==> config.mk <==
export PLATFORM = sky130hd
export DESIGN_NAME = vga_plot_arbiter_flat
export DESIGN_NICKNAME = d
export VERILOG_FILES = /design/src/rtl/vga_plot_arbiter_if.sv /design/src/rtl/vga_plot_arbiter.sv /design/src/flat_wrapper.sv
export SDC_FILE = /design/constraint.sdc
export NUM_CORES = 1
export LEC_CHECK = 0
export ABC_CLOCK_PERIOD_IN_PS = 4000
export BUFFER_PORTS_ARGS = -buffer_cell sky130_fd_sc_hd__buf_2
export CAP_MARGIN = 20
export CORE_ASPECT_RATIO = 1.5
export CORE_UTILIZATION = 50
export CTS_BUF_LIST = sky130_fd_sc_hd__clkbuf_8
export DETAILED_ROUTE_END_ITERATION = 8
export PLACE_DENSITY = 0.91
export REMOVE_ABC_BUFFERS = 1
export SLEW_MARGIN = 0
export SYNTH_ARGS = -nofsm -noshare
export SYNTH_HDL_FRONTEND = slang
export SYNTH_SLANG_ARGS = --single-unit
==> constraint.sdc <==
create_clock -name Clock -period 4 [get_ports Clock]
set_input_delay 0.4 -clock Clock [delete_from_list [all_inputs] [get_ports Clock]]
set_output_delay 0.4 -clock Clock [all_outputs]
set_load 0.02 [all_outputs]
==> src/rtl/vga_plot_arbiter_if.sv <==
// Pixel-write bus between four draw engines and the VGA adapter port, plus frame control/status.
// master = draw-engine side (drives requests), slave = arbiter side (drives grants and plot outputs).
interface vga_plot_arbiter_if;
   logic        frame_start;
   logic [3:0]  en_mask;
   logic [3:0]  req;
   logic [3:0]  req_last;
   logic [31:0] req_x;
   logic [27:0] req_y;
   logic [11:0] req_colour;
   logic [3:0]  gnt;
   logic [7:0]  plot_x;
   logic [6:0]  plot_y;
   logic [2:0]  plot_colour;
   logic        plot_writeEn;
   logic        frame_busy;
   logic        frame_done;
   logic        overrun;

   modport master (
      output frame_start, en_mask, req, req_last, req_x, req_y, req_colour,
      input  gnt, plot_x, plot_y, plot_colour, plot_writeEn, frame_busy, frame_done, overrun
   );

   modport slave (
      input  frame_start, en_mask, req, req_last, req_x, req_y, req_colour,
      output gnt, plot_x, plot_y, plot_colour, plot_writeEn, frame_busy, frame_done, overrun
   );
endinterface

==> src/rtl/vga_plot_arbiter.sv <==
// Round-robin burst arbiter sharing one VGA pixel-write port among four requesters; one frame per frame_start.
// Pixel appears on plot_* one cycle after acceptance; requesters are stalled by gnt=0 (one ARB cycle between bursts).
module vga_plot_arbiter #(
   parameter int MAX_BURST   = 64,
   parameter bit ERASE_FIRST = 1'b1
) (
   input  logic                Clock,
   input  logic                reset,
   vga_plot_arbiter_if.slave   bus
);
   localparam int CW = $clog2(MAX_BURST) + 1;

   typedef enum logic [1:0] {S_IDLE, S_ARB, S_BURST} state_t;

   state_t         r_state;
   state_t         w_next;
   logic [3:0]     r_en_q;
   logic [3:0]     r_done_mask;
   logic [1:0]     r_rr_ptr;
   logic [1:0]     r_owner;
   logic [CW-1:0]  r_burst_cnt;
   logic [7:0]     r_plot_x;
   logic [6:0]     r_plot_y;
   logic [2:0]     r_plot_colour;
   logic           r_plot_we;
   logic           r_frame_busy;
   logic           r_frame_done;
   logic           r_overrun;

   logic [3:0]     w_elig;
   logic           w_found;
   logic [1:0]     w_pick;
   logic           w_fs_ok;
   logic           w_all_done;
   logic           w_own_req;
   logic           w_own_last;
   logic           w_accept;
   logic [CW-1:0]  w_cnt_nxt;
   logic           w_burst_full;
   logic           w_release;
   logic [7:0]     w_x;
   logic [6:0]     w_y;
   logic [2:0]     w_c;
   logic [3:0]     w_gnt;

   // A frame_start landing on the frame_done cycle belongs to the finished frame and is dropped.
   assign w_fs_ok      = bus.frame_start && !r_frame_done;
   assign w_all_done   = (r_done_mask == r_en_q);
   assign w_own_req    = bus.req[r_owner];
   assign w_own_last   = bus.req_last[r_owner];
   assign w_accept     = (r_state == S_BURST) && w_own_req;
   assign w_cnt_nxt    = r_burst_cnt + CW'(1);
   assign w_burst_full = (w_cnt_nxt == CW'(MAX_BURST));
   assign w_release    = (r_state == S_BURST) && (!w_own_req || w_own_last || w_burst_full);

   always_comb begin
      w_elig = bus.req & r_en_q & ~r_done_mask;
      if (ERASE_FIRST && r_en_q[0] && !r_done_mask[0])
         w_elig = w_elig & 4'b0001;
   end

   always_comb begin
      w_found = 1'b0;
      w_pick  = r_rr_ptr;
      for (int k = 0; k < 4; k++) begin
         if (!w_found && w_elig[r_rr_ptr + 2'(k)]) begin
            w_found = 1'b1;
            w_pick  = r_rr_ptr + 2'(k);
         end
      end
   end

   always_comb begin
      w_x = bus.req_x[7:0];
      w_y = bus.req_y[6:0];
      w_c = bus.req_colour[2:0];
      case (r_owner)
         2'd1:    begin w_x = bus.req_x[15:8];  w_y = bus.req_y[13:7];  w_c = bus.req_colour[5:3];  end
         2'd2:    begin w_x = bus.req_x[23:16]; w_y = bus.req_y[20:14]; w_c = bus.req_colour[8:6];  end
         2'd3:    begin w_x = bus.req_x[31:24]; w_y = bus.req_y[27:21]; w_c = bus.req_colour[11:9]; end
         default: ;
      endcase
   end

   always_ff @(posedge Clock or negedge reset) begin
      if (!reset) r_state <= S_IDLE;
      else        r_state <= w_next;
   end

   always_comb begin
      w_next = r_state;
      case (r_state)
         S_IDLE:  if (w_fs_ok) w_next = S_ARB;
         S_ARB: begin
            if (w_all_done)   w_next = S_IDLE;
            else if (w_found) w_next = S_BURST;
         end
         S_BURST: if (w_release) w_next = S_ARB;
         default: w_next = S_IDLE;
      endcase
   end

   always_comb begin
      w_gnt = 4'b0000;
      if (r_state == S_BURST)
         w_gnt = 4'b0001 << r_owner;
   end

   always_ff @(posedge Clock or negedge reset) begin
      if (!reset) begin
         r_en_q        <= 4'b0;
         r_done_mask   <= 4'b0;
         r_rr_ptr      <= 2'd0;
         r_owner       <= 2'd0;
         r_burst_cnt   <= '0;
         r_plot_x      <= 8'd0;
         r_plot_y      <= 7'd0;
         r_plot_colour <= 3'd0;
         r_plot_we     <= 1'b0;
         r_frame_busy  <= 1'b0;
         r_frame_done  <= 1'b0;
         r_overrun     <= 1'b0;
      end else begin
         r_frame_done <= 1'b0;
         r_plot_we    <= w_accept;
         if (w_accept) begin
            r_plot_x      <= w_x;
            r_plot_y      <= w_y;
            r_plot_colour <= w_c;
         end
         if (bus.frame_start && r_frame_busy)
            r_overrun <= 1'b1;
         case (r_state)
            S_IDLE: begin
               if (w_fs_ok) begin
                  r_en_q       <= bus.en_mask;
                  r_done_mask  <= 4'b0;
                  r_frame_busy <= 1'b1;
               end
            end
            S_ARB: begin
               if (w_all_done) begin
                  r_frame_done <= 1'b1;
                  r_frame_busy <= 1'b0;
               end else if (w_found) begin
                  r_owner     <= w_pick;
                  r_burst_cnt <= '0;
               end
            end
            S_BURST: begin
               if (w_accept)
                  r_burst_cnt <= w_cnt_nxt;
               if (w_accept && w_own_last)
                  r_done_mask[r_owner] <= 1'b1;
               if (w_release)
                  r_rr_ptr <= r_owner + 2'd1;
            end
            default: ;
         endcase
      end
   end

   assign bus.gnt          = w_gnt;
   assign bus.plot_x       = r_plot_x;
   assign bus.plot_y       = r_plot_y;
   assign bus.plot_colour  = r_plot_colour;
   assign bus.plot_writeEn = r_plot_we;
   assign bus.frame_busy   = r_frame_busy;
   assign bus.frame_done   = r_frame_done;
   assign bus.overrun      = r_overrun;
endmodule
==> src/flat_wrapper.sv <==
// flat-port wrapper written by rule: the top's interface ports become plain ports
module vga_plot_arbiter_flat 
#(
   parameter int MAX_BURST   = 64,
   parameter bit ERASE_FIRST = 1'b1
)
  (Clock, reset, bus_frame_start, bus_en_mask, bus_req, bus_req_last, bus_req_x, bus_req_y, bus_req_colour, bus_gnt, bus_plot_x, bus_plot_y, bus_plot_colour, bus_plot_writeEn, bus_frame_busy, bus_frame_done, bus_overrun);
  vga_plot_arbiter_if bus_i ();
  input  logic Clock;
  input  logic reset;
  input wire logic [$bits(bus_i.frame_start)-1:0] bus_frame_start;
  input wire logic [$bits(bus_i.en_mask)-1:0] bus_en_mask;
  input wire logic [$bits(bus_i.req)-1:0] bus_req;
  input wire logic [$bits(bus_i.req_last)-1:0] bus_req_last;
  input wire logic [$bits(bus_i.req_x)-1:0] bus_req_x;
  input wire logic [$bits(bus_i.req_y)-1:0] bus_req_y;
  input wire logic [$bits(bus_i.req_colour)-1:0] bus_req_colour;
  output wire logic [$bits(bus_i.gnt)-1:0] bus_gnt;
  output wire logic [$bits(bus_i.plot_x)-1:0] bus_plot_x;
  output wire logic [$bits(bus_i.plot_y)-1:0] bus_plot_y;
  output wire logic [$bits(bus_i.plot_colour)-1:0] bus_plot_colour;
  output wire logic [$bits(bus_i.plot_writeEn)-1:0] bus_plot_writeEn;
  output wire logic [$bits(bus_i.frame_busy)-1:0] bus_frame_busy;
  output wire logic [$bits(bus_i.frame_done)-1:0] bus_frame_done;
  output wire logic [$bits(bus_i.overrun)-1:0] bus_overrun;
  assign bus_i.frame_start = bus_frame_start;
  assign bus_i.en_mask = bus_en_mask;
  assign bus_i.req = bus_req;
  assign bus_i.req_last = bus_req_last;
  assign bus_i.req_x = bus_req_x;
  assign bus_i.req_y = bus_req_y;
  assign bus_i.req_colour = bus_req_colour;
  assign bus_gnt = bus_i.gnt;
  assign bus_plot_x = bus_i.plot_x;
  assign bus_plot_y = bus_i.plot_y;
  assign bus_plot_colour = bus_i.plot_colour;
  assign bus_plot_writeEn = bus_i.plot_writeEn;
  assign bus_frame_busy = bus_i.frame_busy;
  assign bus_frame_done = bus_i.frame_done;
  assign bus_overrun = bus_i.overrun;
  vga_plot_arbiter #(.MAX_BURST(MAX_BURST), .ERASE_FIRST(ERASE_FIRST)) u_core (.Clock(Clock), .reset(reset), .bus(bus_i));
endmodule
==> results.cfg, run 1 <==
[timing]
relSlewSlack_pct = 37.84
max_freq_ghz = 0.4034
final_period_minus_worst_setup_slack_ns = 2.479
drv_slew = 0
setup_viol = 0
timing.final.ws_setup_ns = 1.521
finalHoldViolations = 0
finalCritPeriodShare_pct = 61.98
skew_ns = 0.004210
final_setup_tns_ns = 0
worst_pin_slew_ns = 0.9324
unrepaired_setup_endpoints_after_global_routing = no

[setup_path]
critical_path.reg2reg.endpoint = u_core.r_burst_cnt[6]
worstReg2RegStart = u_core.r_owner[0]
critical_path.n_buffers_inverters = 2
critical-path-max-stage-delay_ns = 0.76
timing.critical_path.from = u_core.r_owner[0]
path_cells = inv_1, ha_1, and2_1, buf_2
worst_reg2reg_path_depth = 4
maximum_fanout_encountered_on_the_critical_timing_path = 25
crit_family = adder cells
setup.worst_path.start_class = register
worst-endpoint-required_ns = 3.60
crit_type = reg2out
worst_setup_path_endpoint = bus_gnt[0]
timing.critical_path.slowest_stage_cell = ha_1
r2r_setup_slack_ns = 1.69
setup.worst_path.end_class = output port
worstPathArrival_ns = 2.08
cp.depth = 4

[yosys]
post_synthesis_register_bit_count = 43
yosys.cell_count.top_type = dfrtp_1
synth_top_flop_cell = dfrtp_1
yosys-top-cells-count = dfrtp_1 (43), nand2_1 (35), o21ai_0 (26)
async_flop_share_pct = 100.0
synth_area_per_cell_um2 = 9.373
largest_area_contributor_in_the_synthesized_netlist = dfrtp_1
post_synth_inst_count = 277
synth.yosys.warnings = 0
post_synth_main_area_contributors = dfrtp_1 (41%), a222oi_1 (6.9%), nand2_1 (5.1%), o21ai_0 (5.0%), a21oi_1 (4.4%)
synth_area_um2 = 2596
synth_enable_flop_cells = 0
synth_cell_type_count = 49
synth_top_cell_area_share_pct = 41.45
seq_area_frac_synth_pct = 41.45

[power_and_ir_drop]
power.net_switching_uw = 997.6
power.static_leakage_uw = 0.001612
power_density_nw_per_um2 = 672.6
power_frac_seq_pct = 33.7
internal_power_uw = 1191
combinational_fraction_of_design_power_pct = 54.5
pwr-share-clk_pct = 11.8
p_sw_share_pct = 45.58
worst_ir_drop_vdd_mv = 0.3125

[routing]
drc = 0
routed_via_density = 5.957
routed_wire_length_per_instance_um = 15.62
detail_route.wirelength_um = 6980
drt.antenna.violating_nets = 0
detailedRoute.firstIterationViolations = 190
drt_first_pass_iters = 8
via_count = 2663

[global_routing]
number_of_global_route_vias_before_repair = 2572
grt_first_pass_wirelength_um = 11360
grtUsageTotal_pct = 27.63
grt_antenna_before_repair = 0
global_route.overflow_total = 0
maximum_number_of_pins_on_one_net_before_global_route_repair = 44

[floorplan]
initial_core_util_pct = 52.71
floorplan.rows = 31
floorplan.die_area_um2 = 5491
design.portCount = 113
die_height_um = 90.26
core_area_um2 = 4926
die_width_um = 60.84

[status]
run_status = finished, final reports clean

[clock_network]
cts-htree-levels = 2
tritoncts.num_buffers = 5
cts_root_buf = clkbuf_8
cts_setup_buffers = 0
clk-insertion-delay-late_ns = 0.30
cts_hold_repair.buffers = 0
cts_sinks = 43
clk_pin_slew_worst_paths_ns = 0.08
cts_tree = yes
cts_repair_resize_count = 0
clk_path_buf_depth = 2

[final_layout]
nets = 474
antennaDiodeCount = 0
area_delta_synth_final_pct = 25.35
fin_util_pct = 66.07
fraction_of_final_layout_cells_with_drive_strength_greater_than_1_pct = 36.48

[placement]
dpl.hpwl_um = 5334
final_weighted_congestion_in_routability_driven_placement = 0.9074
place_worst_setup_slack_ns = 1.705
numPortBuffers = 112

[job]
drv.max_cap_violation_count = 0

[min_path]
worstHoldPathType = in2async
==> power groups by stage <==
stage / registers [uW] / logic [uW] / clock network [uW]
after global routing: 757 / 1320 / 282
final: 738 / 1190 / 258
after floorplan: 796 / 757 / 0
after CTS: 734 / 1200 / 264
after detailed placement: 741 / 1200 / 0
after global placement: 733 / 1150 / 0
==> cell usage in the layout, fill, tap and decap left out, types with 2 or more instances in the layout <==
| cell type | n |
|---|---|
| nand2b_1 | 2 |
| o211ai_1 | 2 |
| a22o_1 | 5 |
| and3b_1 | 2 |
| and2_1 | 5 |
| nor2_1 | 21 |
| mux2i_1 | 2 |
| nand3b_1 | 4 |
| and4bb_2 | 2 |
| a221o_1 | 2 |
| nand2_1 | 35 |
| mux2_2 | 9 |
| nor3_1 | 3 |
| o21ai_0 | 26 |
| nor2b_1 | 3 |
| a31oi_1 | 2 |
| inv_1 | 8 |
| clkbuf_8 | 5 |
| o22ai_1 | 3 |
| nand3_1 | 9 |
| a21oi_1 | 23 |
| ha_1 | 7 |
| dfrtp_1 | 43 |
| xnor2_1 | 3 |
| buf_2 | 112 |
| a222oi_1 | 18 |
| buf_4 | 3 |
==> area by class of cell <==
class                   instances  area, um2
well taps                      66      82.58
clock inverters                 3      12.51
flip-flops and latches         43       1076
inverters                       6      22.52
clock buffers                   5      68.82
fillers                       428       1672
repair buffers                115      583.1
multi-input cells             209       1409
==> sequential cells by signal, indices dropped and copies added (netlist names), 2 cells and up <==
| signal | cells |
|---|---|
| u_core.r_burst_cnt | 7 |
| u_core.r_en_q | 4 |
| u_core.bus.plot_colour | 3 |
| u_core.r_owner | 2 |
| u_core.r_state | 2 |
| u_core.bus.plot_x | 8 |
| u_core.r_done_mask | 4 |
| u_core.bus.plot_y | 7 |
| u_core.r_rr_ptr | 2 |
==> cell families (layout without fill, tap and decap cells) <==
group,after synthesis,after routing,synth area share [%]
muxes,13,13,6.554
AOI/OAI and AO/OA,90,90,24.63
and+or+nand+nor,96,96,18.70
buffers and inverters,25,129,4.289
xor gates and xnor gates,3,3,1.012
adders and majority gates,7,7,3.373
DFF,43,43,41.45
==> routing by layer <==
layer	GRT usage [%]	wire length, um	vias up
li1	-	-	1252
met1	28.45	2466	1262
met2	49.82	3802	128
met3	5.444	486	21
met4	14.20	224	0
met5	0	0	-
==> worst min path at each step <==
stage	slack, ns	from	depth (start not counted)	endpoint
2_1_floorplan	0.10	reset	0	u_core.bus.frame_busy
3_3_place_gp	0.43	u_core.bus.overrun	1	u_core.bus.overrun
3_5_place_dp	0.44	u_core.bus.overrun	1	u_core.bus.overrun
4_1_cts	0.28	reset	1	u_core.bus.plot_y[3]
5_1_grt	0.33	reset	1	u_core.bus.overrun
6_report	0.24	reset	1	u_core.bus.plot_x[3]
==> stage by stage <==
step / cell area [um2] / hold slack (ns) / cells / total power [uW]
after global placement: 3173 / 0.4350 / 439 / 1881
after detailed placement: 3173 / 0.4378 / 439 / 1939
final: 3254 / 0.2431 / 447 / 2189
after global routing: 3254 / 0.3260 / 447 / 2362
after CTS: 3254 / 0.2757 / 447 / 2197
after floorplan: 2507 / 0.1044 / 258 / 1553
Note: power is estimated with default switching activity, not from simulation.
==> run 2: changes to the inputs <==
- ABC_CLOCK_PERIOD_IN_PS: 4000 -> 2500
- CORE_UTILIZATION: 50 -> 49
- PLACE_DENSITY: 0.91 -> 0.89
- clock period: 4 -> 2.5 ns (I/O delays scaled with it)
==> run 2 against run 1 <==
Net effect:
- sequential power grew 60%
- worst hold slack worse by 0.16 ns
- global-route usage shrank 0.34 points
- the run now ends with DRC left
- critical path type unchanged
- final area grew 0.92%
==> results.cfg, run 2 (synthesis results as in run 1) <==
[floorplan]
design.portCount = 113
core_area_um2 = 5125
floorplan.die_area_um2 = 5600
floorplan.rows = 32
initial_core_util_pct = 50.66
die_height_um = 91.15
die_width_um = 61.44

[clock_network]
tritoncts.num_buffers = 5
cts_sinks = 43
clk_pin_slew_worst_paths_ns = 0.08
cts_root_buf = clkbuf_8
cts_hold_repair.buffers = 0
cts-htree-levels = 2
clk_path_buf_depth = 2
cts_tree = yes
cts_repair_resize_count = 0
clk-insertion-delay-late_ns = 0.30
cts_setup_buffers = 0

[min_path]
worstHoldPathType = in2async

[setup_path]
worst-endpoint-required_ns = 2.25
critical-path-max-stage-delay_ns = 0.67
maximum_fanout_encountered_on_the_critical_timing_path = 20
setup.worst_path.start_class = register
timing.critical_path.slowest_stage_cell = ha_1
worstPathArrival_ns = 2.01
r2r_setup_slack_ns = 0.33
crit_type = reg2out
path_cells = inv_1, ha_1, and2_1, buf_2
crit_family = adder cells
critical_path.n_buffers_inverters = 2
setup.worst_path.end_class = output port

[routing]
detailedRoute.firstIterationViolations = 155
routed_wire_length_per_instance_um = 15.37
routed_via_density = 5.805
detail_route.wirelength_um = 6931
drc = 2
drt.antenna.violating_nets = 0
via_count = 2618
drt_first_pass_iters = 7

[timing]
setup_viol = 0
unrepaired_setup_endpoints_after_global_routing = no
finalHoldViolations = 0
worst_pin_slew_ns = 0.9414
final_period_minus_worst_setup_slack_ns = 2.261
max_freq_ghz = 0.4422
timing.final.ws_setup_ns = 0.2386
drv_slew = 0
relSlewSlack_pct = 37.24
holdWs_ns = 0.08728
final_setup_tns_ns = 0
finalCritPeriodShare_pct = 90.46
skew_ns = 0.01009

[global_routing]
maximum_number_of_pins_on_one_net_before_global_route_repair = 44
grt_antenna_before_repair = 0
global_route.overflow_total = 0
grtUsageTotal_pct = 27.29
grt_first_pass_wirelength_um = 11410
number_of_global_route_vias_before_repair = 2559

[final_layout]
filler_cell_count = 457
antennaDiodeCount = 0
nets = 476
final-seq-area_um2 = 1076
largest_register_ff_count = 8
layout.cells.most_common = buf_2
multi_input_comb_area_um2 = 1409
fraction_of_final_layout_cells_with_drive_strength_greater_than_1_pct = 36.81
fin_util_pct = 64.09
area_delta_synth_final_pct = 26.51
leading_cell_types_in_the_layout_fill_and_taps_excluded = buf_2 (112), dfrtp_1 (43), nand2_1 (35), o21ai_0 (26), a21oi_1 (23)

[status]
run_status = finished, violations left
violations = DRC

[power_and_ir_drop]
power_density_nw_per_um2 = 1069
final_power_uw = 3510
worst_ir_drop_vdd_mv = 0.7013
power.static_leakage_uw = 0.001628

[placement]
place_worst_setup_slack_ns = 0.3548
dpl.hpwl_um = 5323
numPortBuffers = 112
final_weighted_congestion_in_routability_driven_placement = 1.021

[job]
drv.max_cap_violation_count = 0
## run 2: cell type report
| class | instances | area share [%] |
|---|---|---|
| Multi-Input combinational cell | 209 | 42.90 |
| Inverter | 6 | 0.6857 |
| Timing Repair Buffer | 117 | 18.59 |
| Clock inverter | 3 | 0.3810 |
| Tap cell | 68 | 2.590 |
| Sequential cell | 43 | 32.76 |
| Clock buffer | 5 | 2.095 |
## run 2: worst paths after layout
check                                        endpoint                  start  depth (start not counted)
max in group asynchronous        u_core.bus.plot_x[5]                  reset                          1
worst max register to register      u_core.r_owner[0]  u_core.r_done_mask[0]                          6
worst min register to register     u_core.bus.overrun     u_core.bus.overrun                          1
min in group Clock                 u_core.bus.overrun        bus_frame_start                          2
worst min-delay path            u_core.r_burst_cnt[2]                  reset                          1
worst max-delay path                       bus_gnt[2]      u_core.r_owner[0]                          4
## run 2: metrics by stage
step | instances | area (um2)
after floorplan | 258 | 2507
after global placement | 443 | 3203
after detailed placement | 443 | 3203
after CTS | 451 | 3284
after global routing | 451 | 3284
final | 451 | 3284
## run 2: where the power goes
part	internal [uW]	switching, uW	leakage (uW)
logic	810	1110	0.00103
registers	929	249	0.000550
clock network	188	227	0.0000505
total	1930	1580	0.00163
## run 2: per-layer routing
layer	track usage, %	share of wire (%)
met1	32.62	38
met2	45.74	52
met3	4.986	6.5
met4	12.59	3.3
met5	0	0
## run 2: worst register-to-register path, stage by stage (launching register included)
cell	delay [ns]
dfrtp_1	0.40
inv_1	0.10
ha_1	0.25
and4bb_2	0.29
or3_4	0.35
o221ai_4	0.30
mux2_2	0.38
==> run 3: changes to the inputs <==
- BUFFER_PORTS_ARGS: -buffer_cell sky130_fd_sc_hd__buf_2 -> -buffer_cell sky130_fd_sc_hd__buf_4
==> run 3 against run 2 <==
Net effect:
- clock power grew 1%
- the run still ends with DRC left
- via count fell by 0.23%
- wire length is 2.0% lower
- clock skew decreased by 0.0040 ns
- combinational power is 5% higher
- sequential power hardly changed
- cell count grew 0.22%
- global-route usage decreased by 0.20 points
- core utilization up 5.4 points
- clock-buffer cell count is the same
==> results.cfg, run 3 (synthesis results as in run 1) <==
[timing]
drv_slew = 0
finalCritPeriodShare_pct = 89.83
final_period_minus_worst_setup_slack_ns = 2.246
finalHoldViolations = 0
setup_viol = 0
final_setup_tns_ns = 0
relSlewSlack_pct = 47.95
timing.final.ws_setup_ns = 0.2542
max_freq_ghz = 0.4453
unrepaired_setup_endpoints_after_global_routing = no
holdWs_ns = 0.1638
worst_pin_slew_ns = 0.7807
skew_ns = 0.006079

[setup_path]
worstPathArrival_ns = 2.00
critical_path.reg2reg.endpoint = u_core.r_owner[0]
setup.worst_path.start_class = register
worst-endpoint-required_ns = 2.25
setup.worst_path.end_class = output port
r2r_setup_slack_ns = 0.31
maximum_fanout_encountered_on_the_critical_timing_path = 20
worst_reg2reg_path_depth = 6
worstReg2RegStart = u_core.r_done_mask[0]
crit_type = reg2out

[final_layout]
multi_input_comb_area_um2 = 1409
nets = 477
filler_cell_count = 436
fraction_of_final_layout_cells_with_drive_strength_greater_than_1_pct = 36.72
largest_register_ff_count = 8
area_delta_synth_final_pct = 37.20
leading_cell_types_in_the_layout_fill_and_taps_excluded = buf_4 (117), dfrtp_1 (43), nand2_1 (35), o21ai_0 (26), a21oi_1 (23)
final-seq-area_um2 = 1076
layout.cells.most_common = buf_4
antennaDiodeCount = 0

[floorplan]
core_area_um2 = 5125
floorplan.rows = 32
design.portCount = 113
initial_core_util_pct = 50.66
die_width_um = 61.44
floorplan.die_area_um2 = 5600
die_height_um = 91.15

[min_path]
worst_hold_path.endpoint = u_core.bus.overrun
worstHoldPathType = in2reg
min_delay_path_depth = 2
hold_start = bus_frame_start

[clock_network]
cts_tree = yes
clk_pin_slew_worst_paths_ns = 0.08
clk_path_buf_depth = 2
tritoncts.num_buffers = 5
cts_setup_buffers = 0
cts-htree-levels = 2
cts_sinks = 43
cts_root_buf = clkbuf_8
cts_repair_resize_count = 0
clk-insertion-delay-late_ns = 0.29

[placement]
dpl.hpwl_um = 5267
numPortBuffers = 112
final_weighted_congestion_in_routability_driven_placement = 0.9661
place_worst_setup_slack_ns = 0.3460

[status]
violations = DRC
run_status = finished, violations left

[routing]
routed_wire_length_per_instance_um = 15.03
drt_first_pass_iters = 6
drt.antenna.violating_nets = 0
detail_route.wirelength_um = 6793
detailedRoute.firstIterationViolations = 193
drc = 2
via_count = 2612
routed_via_density = 5.779

[power_and_ir_drop]
power.static_leakage_uw = 0.001711
worst_ir_drop_vdd_mv = 0.6626
final_power_uw = 3605
power_density_nw_per_um2 = 1012

[global_routing]
maximum_number_of_pins_on_one_net_before_global_route_repair = 44
grtUsageTotal_pct = 27.09
grt_first_pass_wirelength_um = 11430
global_route.overflow_total = 0
grt_antenna_before_repair = 0
number_of_global_route_vias_before_repair = 2571

[job]
drv.max_cap_violation_count = 0
## run 3: cell types whose count changed in the layout (fill, tap and decap cells not counted)
cell	delta
buf_2	-112
buf_4	+113
buf_12	-1
dlygate4sd3_1	+1
## run 3: per-layer routing
layer	share of wire [%]	GRT usage [%]	vias to the layer above
li1	-	-	1261
met1	36	31.50	1210
met2	53	45.92	122
met3	7.8	6.125	19
met4	2.7	11.67	0
met5	0	0	-
## run 3: per-stage QoR
stage	instances	util [%]	cell area, um2
6_report	452	69.51	3562
5_1_grt	452	69.51	3562
4_1_cts	452	69.51	3562
3_5_place_dp	443	67.72	3471
3_3_place_gp	443	67.72	3471
2_1_floorplan	258	-	2507
## run 3: worst max-delay path, stage by stage (launching register included)
cell and delay, ns:
dfrtp_1 0.50, inv_1 0.15, ha_1 0.68, and2_1 0.23, buf_4 0.14
## run 3: worst max path at each step
stage / cells after the start / endpoint / slack, ns / startpoint
2_1_floorplan: 4 / u_core.r_burst_cnt[6] / 0.10 / u_core.r_owner[0]
3_3_place_gp: 6 / u_core.r_owner[0] / 0.40 / u_core.r_done_mask[0]
3_5_place_dp: 6 / u_core.r_owner[0] / 0.35 / u_core.r_done_mask[0]
4_1_cts: 4 / bus_gnt[2] / 0.23 / u_core.r_owner[0]
5_1_grt: 4 / bus_gnt[2] / 0.07 / u_core.r_owner[0]
6_report: 4 / bus_gnt[2] / 0.25 / u_core.r_owner[0]
## run 3: power breakdown
part	total, uW	internal, uW	switching (uW)
clock network	420	188	232
registers	1170	929	245
logic	2010	904	1110
## run 3: timing repair
item / 4_1_cts / 5_1_grt
setup endpoints to repair: 0 / 0
hold endpoints to repair: 43 / 0
hold buffers: 1 / 0
## run 3: layout make-up
class / count / share of cell area (%)
inverters: 6 / 0.6322
flip-flops and latches: 43 / 30.21
multi-input cells: 209 / 39.55
repair buffers: 118 / 24.94
clock inverters: 3 / 0.3512
clock buffers: 5 / 1.932
well taps: 68 / 2.388
